**config.mk**
```make
export PLATFORM = sky130hd
export DESIGN_NAME = muldiv_sequencer_flat
export DESIGN_NICKNAME = d
export VERILOG_FILES = /design/src/rtl/muldiv_sequencer_if.sv /design/src/rtl/muldiv_sequencer.sv /design/src/flat_wrapper.sv
export SDC_FILE = /design/constraint.sdc
export NUM_CORES = 1
export LEC_CHECK = 0
export CORE_UTILIZATION = 45
export DETAILED_ROUTE_END_ITERATION = 8
export PLACE_DENSITY = 0.76
export SKIP_LAST_GASP = 1
export SLEW_MARGIN = 20
export SYNTH_ARGS = -nofsm -noshare
export SYNTH_HDL_FRONTEND = slang
export SYNTH_SLANG_ARGS = --single-unit
```
**constraint.sdc**
```tcl
create_clock -name clk -period 4.2 [get_ports clk]
set_input_delay 0.63 -clock clk [delete_from_list [all_inputs] [get_ports clk]]
set_output_delay 0.63 -clock clk [all_outputs]
set_load 0.02 [all_outputs]
```
**src/rtl/muldiv_sequencer_if.sv**
```systemverilog
// Pipeline-side bundle for the HI/LO multiply/divide unit: issue, MTHI/MTLO
// writes, MFHI/MFLO read requests, and the HI/LO/status return path.
interface muldiv_sequencer_if #(
    parameter int WIDTH = 32
);
    logic             start;
    logic [1:0]       op;
    logic [WIDTH-1:0] rs_data;
    logic [WIDTH-1:0] rt_data;
    logic             mthi;
    logic             mtlo;
    logic [WIDTH-1:0] wdata;
    logic             read_req;
    logic [WIDTH-1:0] hi;
    logic [WIDTH-1:0] lo;
    logic             busy;
    logic             stall;
    logic             done;

    modport master (
        output start, op, rs_data, rt_data, mthi, mtlo, wdata, read_req,
        input  hi, lo, busy, stall, done
    );

    modport slave (
        input  start, op, rs_data, rt_data, mthi, mtlo, wdata, read_req,
        output hi, lo, busy, stall, done
    );
endinterface

```
**src/rtl/muldiv_sequencer.sv**
```systemverilog
// Iterative MULT/MULTU/DIV/DIVU unit owning HI/LO: one bit per cycle on
// operand magnitudes, with sign correction in a final FIX cycle.
module muldiv_sequencer #(
    parameter int WIDTH = 32
) (
    input  logic               clk,
    input  logic               rst,
    muldiv_sequencer_if.slave  bus
);
    localparam int CW = $clog2(WIDTH + 1);

    typedef enum logic [1:0] {IDLE, RUN, FIX} state_t;

    state_t               state_q, state_d;
    logic [CW-1:0]        count_q, count_d;
    logic                 is_div_q, is_div_d;
    logic                 neg_res_q, neg_res_d;
    logic                 neg_rem_q, neg_rem_d;
    logic                 div_zero_q, div_zero_d;
    logic [WIDTH-1:0]     mcand_q, mcand_d;
    logic [WIDTH-1:0]     orig_a_q, orig_a_d;
    logic [2*WIDTH-1:0]   acc_q, acc_d;
    logic [WIDTH-1:0]     hi_q, hi_d;
    logic [WIDTH-1:0]     lo_q, lo_d;
    logic                 done_q, done_d;

    logic                 op_signed;
    logic [WIDTH-1:0]     a_mag, b_mag;
    logic [WIDTH:0]       mul_sum, div_shift, div_diff;
    logic [2*WIDTH-1:0]   mul_res;
    logic [WIDTH-1:0]     quot, rem;
    logic                 busy;

    assign busy      = (state_q != IDLE);
    assign bus.busy  = busy;
    assign bus.stall = busy & (bus.read_req | bus.start | bus.mthi | bus.mtlo);
    assign bus.hi    = hi_q;
    assign bus.lo    = lo_q;
    assign bus.done  = done_q;

    // MULT and DIV (op[0]=0) are signed; magnitudes are taken at issue time.
    assign op_signed = ~bus.op[0];
    assign a_mag = (op_signed && bus.rs_data[WIDTH-1]) ? -bus.rs_data : bus.rs_data;
    assign b_mag = (op_signed && bus.rt_data[WIDTH-1]) ? -bus.rt_data : bus.rt_data;

    // acc holds {upper, multiplier} for multiply and {remainder, quotient} for divide.
    always_comb begin
        mul_sum   = {1'b0, acc_q[2*WIDTH-1:WIDTH]} + (acc_q[0] ? {1'b0, mcand_q} : '0);
        div_shift = {acc_q[2*WIDTH-1:WIDTH], acc_q[WIDTH-1]};
        div_diff  = div_shift - {1'b0, mcand_q};
        mul_res   = neg_res_q ? -acc_q : acc_q;
        quot      = neg_res_q ? -acc_q[WIDTH-1:0] : acc_q[WIDTH-1:0];
        rem       = neg_rem_q ? -acc_q[2*WIDTH-1:WIDTH] : acc_q[2*WIDTH-1:WIDTH];
    end

    always_comb begin
        state_d    = state_q;
        count_d    = count_q;
        is_div_d   = is_div_q;
        neg_res_d  = neg_res_q;
        neg_rem_d  = neg_rem_q;
        div_zero_d = div_zero_q;
        mcand_d    = mcand_q;
        orig_a_d   = orig_a_q;
        acc_d      = acc_q;
        hi_d       = hi_q;
        lo_d       = lo_q;
        done_d     = 1'b0;

        case (state_q)
            IDLE: begin
                if (bus.start) begin
                    is_div_d   = bus.op[1];
                    neg_res_d  = op_signed & (bus.rs_data[WIDTH-1] ^ bus.rt_data[WIDTH-1]);
                    neg_rem_d  = op_signed & bus.rs_data[WIDTH-1];
                    div_zero_d = (bus.rt_data == '0);
                    orig_a_d   = bus.rs_data;
                    count_d    = CW'(WIDTH);
                    if (bus.op[1]) begin
                        mcand_d = b_mag;
                        acc_d   = {{WIDTH{1'b0}}, a_mag};
                    end else begin
                        mcand_d = a_mag;
                        acc_d   = {{WIDTH{1'b0}}, b_mag};
                    end
                    state_d = RUN;
                end else begin
                    if (bus.mthi) hi_d = bus.wdata;
                    if (bus.mtlo) lo_d = bus.wdata;
                end
            end
            RUN: begin
                if (is_div_q) begin
                    // Restoring step: keep the trial difference only when it did not borrow.
                    if (!div_diff[WIDTH])
                        acc_d = {div_diff[WIDTH-1:0], acc_q[WIDTH-2:0], 1'b1};
                    else
                        acc_d = {div_shift[WIDTH-1:0], acc_q[WIDTH-2:0], 1'b0};
                end else begin
                    acc_d = {mul_sum, acc_q[WIDTH-1:1]};
                end
                count_d = count_q - CW'(1);
                if (count_q == CW'(1)) state_d = FIX;
            end
            FIX: begin
                if (!is_div_q) begin
                    hi_d = mul_res[2*WIDTH-1:WIDTH];
                    lo_d = mul_res[WIDTH-1:0];
                end else if (div_zero_q) begin
                    hi_d = orig_a_q;
                    lo_d = '1;
                end else begin
                    hi_d = rem;
                    lo_d = quot;
                end
                done_d  = 1'b1;
                state_d = IDLE;
            end
            default: state_d = IDLE;
        endcase
    end

    always_ff @(posedge clk) begin
        if (rst) begin
            state_q    <= IDLE;
            count_q    <= '0;
            is_div_q   <= 1'b0;
            neg_res_q  <= 1'b0;
            neg_rem_q  <= 1'b0;
            div_zero_q <= 1'b0;
            mcand_q    <= '0;
            orig_a_q   <= '0;
            acc_q      <= '0;
            hi_q       <= '0;
            lo_q       <= '0;
            done_q     <= 1'b0;
        end else begin
            state_q    <= state_d;
            count_q    <= count_d;
            is_div_q   <= is_div_d;
            neg_res_q  <= neg_res_d;
            neg_rem_q  <= neg_rem_d;
            div_zero_q <= div_zero_d;
            mcand_q    <= mcand_d;
            orig_a_q   <= orig_a_d;
            acc_q      <= acc_d;
            hi_q       <= hi_d;
            lo_q       <= lo_d;
            done_q     <= done_d;
        end
    end
endmodule

```
**src/flat_wrapper.sv**
```systemverilog
// flat-port wrapper written by rule: the top's interface ports become plain ports
module muldiv_sequencer_flat 
#(
    parameter int WIDTH = 32
)
  (clk, rst, bus_start, bus_op, bus_rs_data, bus_rt_data, bus_mthi, bus_mtlo, bus_wdata, bus_read_req, bus_hi, bus_lo, bus_busy, bus_stall, bus_done);
  muldiv_sequencer_if #(.WIDTH(WIDTH)) bus_i ();
  input  logic clk;
  input  logic rst;
  input wire logic [$bits(bus_i.start)-1:0] bus_start;
  input wire logic [$bits(bus_i.op)-1:0] bus_op;
  input wire logic [$bits(bus_i.rs_data)-1:0] bus_rs_data;
  input wire logic [$bits(bus_i.rt_data)-1:0] bus_rt_data;
  input wire logic [$bits(bus_i.mthi)-1:0] bus_mthi;
  input wire logic [$bits(bus_i.mtlo)-1:0] bus_mtlo;
  input wire logic [$bits(bus_i.wdata)-1:0] bus_wdata;
  input wire logic [$bits(bus_i.read_req)-1:0] bus_read_req;
  output wire logic [$bits(bus_i.hi)-1:0] bus_hi;
  output wire logic [$bits(bus_i.lo)-1:0] bus_lo;
  output wire logic [$bits(bus_i.busy)-1:0] bus_busy;
  output wire logic [$bits(bus_i.stall)-1:0] bus_stall;
  output wire logic [$bits(bus_i.done)-1:0] bus_done;
  assign bus_i.start = bus_start;
  assign bus_i.op = bus_op;
  assign bus_i.rs_data = bus_rs_data;
  assign bus_i.rt_data = bus_rt_data;
  assign bus_i.mthi = bus_mthi;
  assign bus_i.mtlo = bus_mtlo;
  assign bus_i.wdata = bus_wdata;
  assign bus_i.read_req = bus_read_req;
  assign bus_hi = bus_i.hi;
  assign bus_lo = bus_i.lo;
  assign bus_busy = bus_i.busy;
  assign bus_stall = bus_i.stall;
  assign bus_done = bus_i.done;
  muldiv_sequencer #(.WIDTH(WIDTH)) u_core (.clk(clk), .rst(rst), .bus(bus_i));
endmodule
```
### Yosys cells after proc, flatten, opt, wreduce, memory -nomap -nowiden

Index checks and enable logic that the tools add are counted.

* flip-flop bits (word level): 205
* input bits: 104
* output and inout bits: 67
* logic and storage cells: 76

* $add $sub $neg: 8
* equality and inequality tests: 8
* muxes and demuxes: 28
* bitwise logic cells: 8
* reduce and logical (&&, ||, !) cells: 12

Operators by type and width (number)
* $mux 32: 15
* $mux 64: 4
* $neg 32->32: 4
* $pmux 32 s2: 2
* $pmux 64 s2: 1
* $neg 64->64: 1
* $add 32x33->33: 1
* $sub 33x32->33: 1
* $logic_not 32->1: 1
* $pmux 6 s2: 1
* $ne 2x2->1 const B: 4
* $eq 6x1->1 const B: 1
* $mux 6: 1
* $reduce_and 2->1: 3
* $reduce_and 3->1: 2
* $reduce_bool 2->1: 3
* $sub 6x1->6 const B: 1
* $mux 2: 2
* $pmux 2 s2: 1
* $and 1x1->1: 3
* $or 1x1->1: 3
* $eq 2x1->1 const B: 1
* $eq 2x2->1 const B: 1
* $logic_and 1x1->1: 2
* 5 further kinds: 5

### Longest topological paths before layout

* depth in word-level cells: 6
* depth in mapped cells: 16
* depth with buffers taken out: 14

### Worst setup path before layout

No wires, ideal clock.

* path kind: reg2reg
* start: register u_core.acc_q[0]
* end: register u_core.acc_q[59]
* setup time: 131 ps
* arrival time: 3267 ps
* data required time: 4069 ps
* slack: 802 ps
* stages on the path, launching flop included: 16
* path buffers: 1
* clock period less this slack: 3398 ps
* path through: dfxtp_1 -> clkbuf_1 -> and2_1 -> ha_1 -> inv_1 -> fa_1 -> nand2b_1 -> nor3b_1 -> o31ai_1 -> a21o_1 -> a21oi_1 -> o31a_1 -> o31ai_1 -> xor2_1 -> a221oi_1 -> o21ai_0

* cells in the longest elaborated chain, start to end: 4

RTL lines
* start: declaration: RTL line muldiv_sequencer.sv:22 `logic [2*WIDTH-1:0] acc_q, acc_d;`
* start signal: assignment: RTL line muldiv_sequencer.sv:133 `acc_q <= '0;`
* start signal: assignment: RTL line muldiv_sequencer.sv:146 `acc_q <= acc_d;`
* $mux 32: RTL line muldiv_sequencer.sv:48 `mul_sum = {1'b0, acc_q[2*WIDTH-1:WIDTH]} + (acc_q[0] ? {1'b0, mcand_q} : '0);`
* $add 32x33->33: RTL line muldiv_sequencer.sv:48
* $mux 64: RTL line muldiv_sequencer.sv:93 `if (is_div_q) begin`
* $pmux 64 s2: RTL line muldiv_sequencer.sv:70 `case (state_q)`

Every way passes these cells.
A chain may end at the register's enable or synchronous reset.

### Worst setup path in the final report

* start: register u_core.acc_q[32]
* end: register u_core.acc_q[56]

* cells in the longest elaborated chain, start to end: 4
* elaborated cells on any way between the ends: 5
* classes of those cells: add/sub: 2; mux: 3

RTL lines
* $sub 33x32->33: RTL line muldiv_sequencer.sv:50 `div_diff = div_shift - {1'b0, mcand_q};`
* $mux 64: RTL line muldiv_sequencer.sv:95 `if (!div_diff[WIDTH])`
* $mux 64 *: RTL line muldiv_sequencer.sv:93
* $pmux 64 s2 *: RTL line muldiv_sequencer.sv:70

Every way passes the cells marked *; elsewhere a longest branch is shown, timed or not.

==> impl_metrics.env <==
export IMPL_synth_nets=2447
export IMPL_whs_ns=0.454
export IMPL_hold_start="u_core.bus.lo[14]"
export IMPL_cts_tree="done"
export IMPL_syn_inst=2271
export IMPL_worstPathRequired_ns=4.62
export IMPL_period_minus_slack_ns=3.87
export IMPL_grt_setup_unrepaired="no"
export IMPL_synth_area_leaders="dfxtp_1 25%, a21oi_1 7.7%, nand2_1 6.9%"
export IMPL_hpwlAfterDp_um=47300
export IMPL_fin_crit_sh_pct=92.1
export IMPL_cts_buffer_depth=3
export IMPL_htree_levels=1
export IMPL_cp_arrival_ns=4.29
export IMPL_grtUsageTotal_pct=32.4
export IMPL_yosysTopAreaCell="dfxtp_1"
export IMPL_die_h_um=192
export IMPL_finish_instance_area_sq_mm=0.0192
export IMPL_rrSetupSlack_ns=0.33
export IMPL_first_pass_iters=8
export IMPL_vias=17912
export IMPL_ys_warn_count=0
export IMPL_start_kind="flip-flop"
export IMPL_r2r_end="u_core.acc_q[56]"
export IMPL_post_cts_resized=0
export IMPL_crit_chain="inv_1, fa_1, nand2b_1, a21oi_1, o2111ai_1, a21boi_0, o21ai_0, a21oi_1, xor2_4, buf_12, mux2i_1, nor2_1, a221o_1"
export IMPL_cts_sinks=205
export IMPL_drv_cap=0
export IMPL_overflow=0
export IMPL_hold_class="flip-flop to flip-flop"
export IMPL_final_layout_size_suffix_gt1_share_pct=5.58
export IMPL_slew_violations=0
export IMPL_start_util_pct=45.7
export IMPL_die_w_um=192
export IMPL_power_total_uw=6280
export IMPL_grt_max_degree=71
export IMPL_regToRegStartpoint="u_core.acc_q[32]"
export IMPL_power_leakage_uw=0.00728
export IMPL_slowest_stage="dfxtp_1"
export IMPL_async_flop_share_pct=0
export IMPL_fin_skew_ns=0.0282
export IMPL_num_rows=69
export IMPL_critPathMaxStageDelay_ns=0.52
export IMPL_whs_path_depth=2
export IMPL_fill_cells=3417
export IMPL_hold_viol_final=0
export IMPL_dp_cells=2783
export IMPL_clkLatencyLatePin_ns=0.54
export IMPL_via_per_inst=6.34
export IMPL_setup_worst_path_class="flip-flop to flip-flop"
export IMPL_crit_top_cell="a21oi_1"
export IMPL_nNetsFinal=2525
export IMPL_setup_viol=0
export IMPL_die_area_sq_mm=0.0370
export IMPL_cts_root_buf="clkbuf_16"
export IMPL_layout_common_cells="299 x nand2_1, 250 x a21oi_1, 236 x nor2_1, 202 x dfxtp_1, 168 x clkdlybuf4s50_1"
export IMPL_routedWlPerCell_um=21.8
export IMPL_setup_tns_ns=0
export IMPL_synth_seq_area_share_pct=25.2
export IMPL_path_clk_slew_ns=0.06
export IMPL_synth_distinct_cells=71
export IMPL_end_kind="flip-flop"
export IMPL_dpl_instance_area_sq_mm=0.0184
export IMPL_ant_nets=0
export IMPL_cts_buffers=25
export IMPL_place_congestion=1.03
export IMPL_max_slew_margin_pct=37.8
export IMPL_synth_edf_count=0
export IMPL_fmax_ghz=0.259
export IMPL_finalNonFillerCells=2827
export IMPL_synth_avg_cell_area_sq_um=7.18
export IMPL_peakVddDrop_uv=305
export IMPL_io_pins=171
export IMPL_worstMarginPinSlew_ns=0.931
export IMPL_routed_wl_um=61600
export IMPL_min_to="u_core.bus.lo[14]"
export IMPL_syn_cell_area_sq_mm=0.0163
export IMPL_synth_ff_type="dfxtp_1"
export IMPL_hold_buffers=0
export IMPL_worstRegToRegCells=13
export IMPL_crit_family="compound AO/OA/AOI/OAI gates"
export IMPL_cts_setup_buffers=0
export IMPL_synth_ff_latch_count=205
export IMPL_violations="design-rule violations"
export IMPL_antenna_cells=0
export IMPL_synth_top_area_share_pct=25.2
export IMPL_grt_first_pass_wirelength_um=93100
export IMPL_first_global_vias=16103
export IMPL_power_density_mw_per_mm2=327
export IMPL_path_buf_inv=2
export IMPL_port_buffers=170
export IMPL_drtIter0Drc=2589
export IMPL_outcome="complete, but fails checks"
export IMPL_antenna_found_initial=1
export IMPL_core_sq_mm=0.0357
export IMPL_layout_commonest_cell="nand2_1"
export IMPL_area_growth_pct=17.9
export IMPL_drc=7
export IMPL_critPathMaxFanout=29
[metrics by stage]
stage                     util, %  worst slack (ns)
final                        54.0             0.332
after global routing         54.0            0.0752
after CTS                    54.0             0.356
after detailed placement     51.6             0.391
after global placement       51.6             0.493
after floorplan                 -             0.802
[worst max path at each step]
stage                     cells past startpoint              from                  to  slack (ns)
after floorplan                              15   u_core.acc_q[0]    u_core.acc_q[59]        0.80
after global placement                       14    bus_rt_data[0]  u_core.mcand_q[30]        0.49
after detailed placement                     13  u_core.acc_q[32]    u_core.acc_q[56]        0.39
after CTS                                    13  u_core.acc_q[32]    u_core.acc_q[56]        0.36
after global routing                         13  u_core.acc_q[32]    u_core.acc_q[56]        0.08
final                                        13  u_core.acc_q[32]    u_core.acc_q[56]        0.33
[where the power goes]
group / internal [uW] / total (uW) / leakage, uW / switching (uW)
logic: 718 / 1850 / 0.00519 / 1130
registers: 2080 / 2250 / 0.00168 / 176
clock network: 1320 / 2180 / 0.000405 / 859
total: 4110 / 6280 / 0.00728 / 2170
[routing by layer]
layer / global-route usage [%] / part of all wire [%] / up-vias
met4: 13.3 / 4.8 / 2
li1: - / - / 8321
met1: 44.8 / 42 / 8371
met3: 6.15 / 11 / 176
met2: 48.9 / 43 / 1042
met5: 0 / 0.013 / -
[flip-flops by register name (all words and copies together), names as in the netlist]
name               flops
u_core.acc_q          64
u_core.bus.done        1
u_core.bus.hi         32
u_core.bus.lo         32
u_core.count_q         6
u_core.div_zero_q      1
u_core.is_div_q        1
u_core.mcand_q        32
u_core.neg_rem_q       1
u_core.neg_res_q       1
u_core.orig_a_q       32
u_core.state_q         2
[final cells by class]
class / count / area [sq um] / area share [%]
inverters: 63 / 236 / 1.23
well taps: 461 / 577 / 3.00
flip-flops and latches: 205 / 4110 / 21.4
clock inverters: 8 / 96.3 / 0.501
multi-input cells: 1828 / 11300 / 59.0
clock buffers: 36 / 727 / 3.78
repair buffers: 226 / 2140 / 11.1
[cell usage after synthesis (18+ instances only)]
cell type and count:
nand2_1 300, a21oi_1 250, nor2_1 238, dfxtp_1 205
clkbuf_1 152, o21ai_0 149, xnor2_1 100, xor2_1 87
ha_1 70, mux2i_1 68, inv_1 63, a211oi_1 50
nor3_1 42, o211ai_1 39, nand3_1 35, a31oi_1 33
a21o_1 31, o31ai_1 29, o221ai_1 27, nor4_1 24
a22oi_1 20, nand2b_1 20, nor2b_1 18
[tightest hold or removal path: stages, from the launching register on]
cell	delay, ns
dfxtp_1	0.31
nand2_1	0.05
a21oi_1	0.05
[kinds of logic after synthesis]
kind of cell | Yosys count | share of synthesized area (%)
xor+xnor | 187 | 10.0
compound gates | 732 | 28.1
simple gates | 769 | 21.3
flops | 205 | 25.2
fa+ha+maj | 72 | 5.61
mux | 68 | 4.17
buf+inv | 238 | 5.61
Note: power is estimated with default switching activity, not from simulation.
